**config.mk**
```make
export PLATFORM = sky130hd
export DESIGN_NAME = wb_regfile
export DESIGN_NICKNAME = d
export VERILOG_FILES = /design/src/rtl/wb_regfile.sv
export SDC_FILE = /design/constraint.sdc
export NUM_CORES = 2
export LEC_CHECK = 0
export CAP_MARGIN = 5
export CORE_MARGIN = 1
export CORE_UTILIZATION = 55
export DETAILED_ROUTE_END_ITERATION = 10
export PLACE_DENSITY = 0.72
export SYNTH_ARGS = -nofsm -noshare
export SYNTH_HDL_FRONTEND = slang
export SYNTH_SLANG_ARGS = --single-unit
```
**constraint.sdc**
```tcl
create_clock -name clk -period 5.16 [get_ports clk]
set_input_delay 0.516 -clock clk [delete_from_list [all_inputs] [get_ports clk]]
set_output_delay 0.516 -clock clk [all_outputs]
set_load 0.05 [all_outputs]
```
**src/rtl/wb_regfile.sv**
```systemverilog
`default_nettype none
// ============================================================================
// wb_regfile : write-back register file, 2 bypassed read ports, debug dump
// Rev 1.0
// ============================================================================
module wb_regfile #(
    parameter int DATA_W = 32,
    parameter int ADDR_W = 5,
    parameter int NREGS  = 32
) (
    input  logic              clk,
    input  logic              rst,
    input  logic              wb_we,
    input  logic [ADDR_W-1:0] wb_waddr,
    input  logic [DATA_W-1:0] wb_wdata,
    input  logic              re1,
    input  logic [ADDR_W-1:0] raddr1,
    output logic [DATA_W-1:0] rdata1,
    input  logic              re2,
    input  logic [ADDR_W-1:0] raddr2,
    output logic [DATA_W-1:0] rdata2,
    input  logic              dbg_req,
    output logic              dbg_busy,
    output logic              dbg_valid,
    input  logic              dbg_ready,
    output logic [ADDR_W-1:0] dbg_addr,
    output logic [DATA_W-1:0] dbg_data,
    output logic              dbg_last,
    output logic [31:0]       wr_count
);

    localparam logic [0:0]        IDLE      = 1'b0;
    localparam logic [0:0]        SEND      = 1'b1;
    localparam logic [ADDR_W-1:0] LAST_ADDR = ADDR_W'(NREGS - 1);

    logic [DATA_W-1:0] regs [NREGS];
    logic [0:0]        state;
    logic              commit;
    logic [ADDR_W-1:0] next_addr;
    logic [DATA_W-1:0] next_data;

    assign commit    = !rst && wb_we && (wb_waddr != '0);
    assign next_addr = dbg_addr + 1'b1;

    // Register file; entry 0 is never written so it stays zero after reset.
    always_ff @(posedge clk) begin
        if (rst) begin
            for (int i = 0; i < NREGS; i++) begin
                regs[i] <= '0;
            end
            wr_count <= '0;
        end else if (commit) begin
            regs[wb_waddr] <= wb_wdata;
            wr_count       <= wr_count + 32'd1;
        end
    end

    always_comb begin
        rdata1 = '0;
        if (!rst && re1 && (raddr1 != '0)) begin
            if (wb_we && (wb_waddr == raddr1)) begin
                rdata1 = wb_wdata;
            end else begin
                rdata1 = regs[raddr1];
            end
        end
    end

    always_comb begin
        rdata2 = '0;
        if (!rst && re2 && (raddr2 != '0)) begin
            if (wb_we && (wb_waddr == raddr2)) begin
                rdata2 = wb_wdata;
            end else begin
                rdata2 = regs[raddr2];
            end
        end
    end

    // Next beat sees a write landing on the same edge it is loaded.
    always_comb begin
        if (commit && (wb_waddr == next_addr)) begin
            next_data = wb_wdata;
        end else begin
            next_data = regs[next_addr];
        end
    end

    always_ff @(posedge clk) begin
        if (rst) begin
            state    <= IDLE;
            dbg_addr <= '0;
            dbg_data <= '0;
            dbg_last <= 1'b0;
        end else begin
            case (state)
                IDLE: begin
                    if (dbg_req) begin
                        state    <= SEND;
                        dbg_addr <= '0;
                        dbg_data <= '0;
                        dbg_last <= (NREGS == 1);
                    end
                end
                SEND: begin
                    if (dbg_ready) begin
                        if (dbg_addr == LAST_ADDR) begin
                            state    <= IDLE;
                            dbg_last <= 1'b0;
                        end else begin
                            dbg_addr <= next_addr;
                            dbg_data <= next_data;
                            dbg_last <= (next_addr == LAST_ADDR);
                        end
                    end
                end
                default: state <= IDLE;
            endcase
        end
    end

    assign dbg_valid = (state == SEND);
    assign dbg_busy  = (state == SEND);

endmodule
`default_nettype wire

```
## Word-level counts from Yosys, hierarchy flattened

Memory sizes are Yosys's and may differ from the RTL's.
Cells that the tools add are included.

| storage, ports and cells | value |
|---|---|
| register bits after elaboration | 71 |
| latch bits | 0 |
| RAM bits | 1024 |
| bits in read-only memories | 0 |
| bits of input ports | 54 |
| output and inout port bits | 136 |
| logic and storage cells | 62 |
| memories kept | 1 |

Memory list:

| memory | words | bits a word | read ports | clocked after memory_dff | wr ports | RTL line | RTL |
|---|---|---|---|---|---|---|---|
| regs | 32 | 32 | 3 | 0 | 32 | 36 | `logic [DATA_W-1:0] regs [NREGS];` |

| operators by class | value |
|---|---|
| add/sub/neg operators | 2 |
| $mul | 0 |
| div/mod/pow operators | 0 |
| $lt $le $gt $ge | 0 |
| equality and inequality tests | 8 |
| shift-type cells | 0 |
| mux-type cells | 29 |
| bitwise gates (word level) | 1 |
| reductions and logical operators | 16 |

Operator list:

| cell | number |
|---|---|
| 32-bit 2-to-1 mux | 9 |
| 32-bit case mux with 2 select lines | 1 |
| 32-bit by 1-bit adder with 32-bit output (second input constant) | 1 |
| 32-bit OR reduction | 1 |
| 5-bit 2-to-1 mux | 4 |
| 5-bit equality test | 3 |
| 5-bit nonzero test | 3 |
| 1-bit 2-to-1 mux | 12 |
| 5-bit equality test (second input constant) | 2 |
| 5-bit case mux with 2 select lines | 1 |
| 1-bit logical AND | 9 |
| 2-bit != test (second input constant) | 3 |
| 5-bit by 1-bit adder with 5-bit output (second input constant) | 1 |
| 1-bit case mux with 2 select lines | 2 |
| 3-bit AND reduction | 1 |
| 2-bit AND reduction | 1 |
| 1-bit logical NOT | 1 |
| 1-bit inverter | 1 |

## Logic depth before layout (Yosys ltp)

| depth | value |
|---|---|
| depth after elaboration | 8 |
| mapped depth | 15 |
| mapped depth without buffers | 8 |

## Worst setup path after synthesis

OpenSTA, ideal clock, no wires.

| timing | value |
|---|---|
| kind | register -> register |
| from | reg dbg_addr[0] |
| to | reg dbg_data[11] |
| library setup time | 140 ps |
| data arrival time | 3734 ps |
| required time | 5020 ps |
| slack | 1286 ps |
| cell stages (with the launch flop) | 15 |
| buffers on the path | 8 |
| period minus slack after synthesis | 3874 ps |
| cells stage by stage | dfxtp_1 -> buf_2 -> buf_2 -> buf_4 -> inv_1 -> buf_2 -> buf_2 -> ha_1 -> buf_2 -> clkbuf_1 -> clkbuf_1 -> mux4_2 -> mux2_2 -> a222oi_1 -> a221oi_2 |

| between the ends | value |
|---|---|
| cells in the longest elaborated chain, start to end | 7 |
| elaborated cells on any way between the ends | 11 |
| classes of those cells | add/sub (1); eq/ne (3); mux (4); reduce/logical (2); memory (1) |

RTL lines:

| item | RTL line | RTL |
|---|---|---|
| start: declaration | 26 | `output logic [ADDR_W-1:0] dbg_addr,` |
| start signal: assignment | 111 | `dbg_addr <= next_addr;` |
| parallel branches: the longest is 7 deep, another holds memory read 32 x 32 bit | - |  |
| end signal: assignment | 112 | `dbg_data <= next_data;` |
| end: declaration | 27 | `output logic [DATA_W-1:0] dbg_data,` |

Parallel ways; which one is timed is not known. The select of a mux whose other input is x is not followed.
A chain may end at the register's enable or synchronous reset.

## Final worst setup path

| timing | value |
|---|---|
| from | in raddr1[4] |
| to | out rdata1[14] |

| between the ends | value |
|---|---|
| cells in the longest elaborated chain, start to end | 4 |
| elaborated cells on any way between the ends | 7 |
| classes of those cells | eq/ne (1); mux (2); reduce/logical (3); memory (1) |

RTL lines:

| item | RTL line | RTL |
|---|---|---|
| start: declaration | 17 | `input logic [ADDR_W-1:0] raddr1,` |
| parallel branches: the longest is 3 deep, another holds memory read 32 x 32 bit | - |  |
| 32-bit 2-to-1 mux (*) | 60 | `if (!rst && re1 && (raddr1 != '0)) begin` |
| end: declaration | 18 | `output logic [DATA_W-1:0] rdata1,` |

Mark *: on every way between the ends.

==> summary.md <==
| Metric | Value |
|---|---|
| Peak VDD IR | 0.328 mV |
| Comb power frac | between 10% and 20% |
| Crit path from | raddr1[4] |
| Mapped Cells | 4,826 |
| Row Count | about 130 |
| Synth-to-Final Area Change | 12.8% |
| Core footprint | 122,000 sq um |
| TritonRoute pass-1 iters | 11 |
| Top area cells in the synthesized netlist | edfxtp_1, mux4_2, and2_1 |
| Worst slack, placed | 0.532 ns |
| Clock root buffer | clkbuf_16 |
| Hold-fix buffers, CTS | 0 |
| Failing checks | DRC |
| Port Buffer Count | 189 |
| Clk pin slew, worst setup/hold paths | approximately 0.07 ns |
| RSZ-0062 raised after global routing | false |
| Synth area leader | edfxtp_1 |
| Post-route ant nets | 0 |
| Worst-Margin Slew | around 1.4 ns |
| Die Width | between 300 and 400 um |
| P_leak | between 20 and 30 nW |
| Final WS setup | ~0.14 ns |
| Largest net degree at the start of global routing | 96 |
| Post-Layout Cell Count | around 6,600 |
| Crit. End Element | primary output |
| # DRC | 3 |
| Fin crit period | 5.02 ns |
| Clock Path Buffers | 3 |
| Crit path kind | in -> out |
| Syn_area_per_cell | roughly 14 sq um |
| Max cap viols | 0 |
| RR Startpoint | dbg_addr[0] |
| Layout Cell Area excl Fill | around 76,000 sq um |
| PD cells | 307 nW/um^2 |
| CTS tree | built |
| Worst skew pair latency | roughly 0.8 ns |
| Hold Slack | ~0.17 ns |
| Final WL | 249 mm |
| Final hold vios | 0 |
| Final period util | a little over nine tenths |
| Post-DP Area | 72,000 sq um |
| Inst Count DP | 6,371 |
| Share of cells above drive strength 1 | a little over a quarter |
| Global placement routability congestion | roughly 1 |
| P_int | around 17 mW |
| Layout Nets | between 4,000 and 5,000 |
| Total CTS buffers | 121 |
| Yosys top cell area share | a little under half |
| Die ar. | 124,000 sq um |
| Post-synth EDFFs | ~1,000 |
| Count of cell types in the netlist | 61 |
| Startpoint types | input pin |
| Vias in the first global route | between 40,000 and 50,000 |
| Gr ovfl total | 0 |
| Sequential fraction of design power | between 40 and 50% |
| Outcome | complete, but fails checks |
| Rel. slew slack | about 6.3% |
| # IOs | 190 |
| Fmax achieved | roughly 200 MHz |
| Register Area | between 30,000 and 40,000 sq um |
| Critical Path RT | 4.64 ns |
| Cells resized by post-CTS repair | 0 |
| Multi-input gate area | between 30,000 and 40,000 sq um |
| Antenna violations before repair | 22 |
| Register bit total from synthesis | ~1,100 |
| Fin. max-slew vios | 0 |
| Ys flop type | edfxtp_1 |
| Clock tree skew after final layout | ~0.029 ns |
| Final setup violation count | 0 |
| Vias/cell | 7.54 |
| Fin util | a little over three fifths |
| Clock group share of total power | slightly below 40% |
| Postcts setup bufs | 0 |
| Switch share | between 20 and 30% |
| DR iter-0 viols | between 8,000 and 9,000 |
| P_sw | roughly 6.3 mW |
| Register area share after synthesis | between 40 and 50% |
| Clock Sinks | ~1,100 |
| GRT Total Usage | about two fifths |
| HP Class | in -> reg |
| Crit path arrival time | about 4.5 ns |
| Htree depth | 3 |
| Max Fanout on Critical Path | 27 |
| Routed wire length per instance | between 30 and 40 um |
| Vias | roughly 50,000 |
| Dpl hpwl | about 150 mm |
| Post-Syn Area | between 60,000 and 70,000 sq um |
| Hold path startpoint | rst |
| Synth warn | 0 |
| Initial core utilization | a little under three fifths |
| First-pass GRT wire length | between 300 and 400 mm |
| Fill cells | about 9,000 |
| TNS Setup | 0 ns |
| Tot Pwr | between 20 and 25 mW |
| Ys async rst share | 0% |
| Die height | about 350 um |
metal layers:
metal  vias up  GRT usage [%]  wire, um
met4        18           25.3     19200
met5         -              0       118
li1      19090              -         -
met2      4782           57.9    108000
met3      1032           13.6     37800
met1     24884           50.7     84000
synth_stat cells, types with 15 or more instances:
cell and count:
o21a_1 27, a221oi_1 160, nor3_1 66, and2_1 997
edfxtp_1 1024, dfxtp_1 71, o211a_1 26, xnor2_1 22
a21oi_1 68, mux4_2 645, mux2_2 102, buf_6 19
a22oi_1 60, nand3_1 17, o21ai_0 71, or2_2 34
a222oi_1 32, clkbuf_1 359, nor2_1 128, a211oi_1 40
nand2_1 116, o221ai_1 27, xor2_1 15, buf_4 31
buf_2 107, mux2i_1 435
final timing paths:
kind | end | slack [ns] | depth (start not counted)
worst max-delay path | rdata1[14] | 0.14 | 6
worst min-delay path | wr_count[7] | 0.17 | 2
worst max register to register | dbg_data[31] | 1.19 | 7
worst min register to register | dbg_last | 0.48 | 2
cells in the final DEF (no fill, tap or decap), types with 7 or more instances in the layout:
cell	count
clkinv_2	24
mux4_2	645
buf_12	70
and2_1	994
mux2_2	102
mux2i_1	435
o211ai_1	7
or2_2	34
o21ai_0	71
a222oi_1	32
clkdlybuf4s50_1	126
buf_4	215
conb_1	32
clkbuf_1	21
nor3_1	65
nand2_1	116
nand4_1	11
clkinv_1	23
nor2_4	33
a211oi_1	40
clkbuf_8	7
dfxtp_1	70
nor2_1	93
o221ai_1	27
nor4_1	7
xor2_1	14
o21a_1	27
a22oi_1	60
o211a_1	26
diode_2	8
or3_1	10
xnor2_1	22
nand3_1	16
a221oi_1	160
edfxtp_1	1024
a21oi_1	66
clkbuf_16	123
bufinv_16	17
state kept, by name, summed over array words and instances, names as in the netlist:
register  count
dbg_addr      5
dbg_last      1
dbg_data     32
regs       1024
dbg_busy      1
wr_count     32
area by class of cell:
| cell class | count | area share [%] |
|---|---|---|
| clock inverters | 77 | 1.12 |
| well taps | 1625 | 2.67 |
| diodes | 8 | 0.0263 |
| repair buffers | 418 | 5.74 |
| flip-flops and latches | 1095 | 42.3 |
| inverters | 7 | 0.0395 |
| clock buffers | 151 | 4.27 |
| multi-input cells | 3226 | 43.9 |
cells by family after synthesis:
logic type / after synthesis / synth area share (%)
fa+ha+maj: 4 / 0.0742
compound gates: 549 / 6.25
other cells: 1 / 0.00556
xor+xnor: 40 / 0.571
flops: 1095 / 47.7
buf+inv: 536 / 3.56
simple gates: 1419 / 12.2
mux: 1182 / 29.7
critical path, cell delays in order:
cell and delay (ns):
buf_4 0.37, clkinv_2 0.81, a221oi_1 0.58, o21bai_1 0.11
a211oi_1 1.09, clkdlybuf4s50_1 1.00
power groups by stage:
| stage | logic [mW] | registers, mW | clock network (mW) |
|---|---|---|---|
| finish | 3.62 | 10.6 | 9.14 |
| global route | 3.69 | 10.6 | 9.42 |
| CTS | 3.52 | 10.5 | 9.12 |
| detailed placement | 3.51 | 10.7 | 0 |
| global placement | 3.48 | 10.7 | 0 |
| floorplan | 2.25 | 10.6 | 0 |
Note: power is estimated with default switching activity, not from simulation.
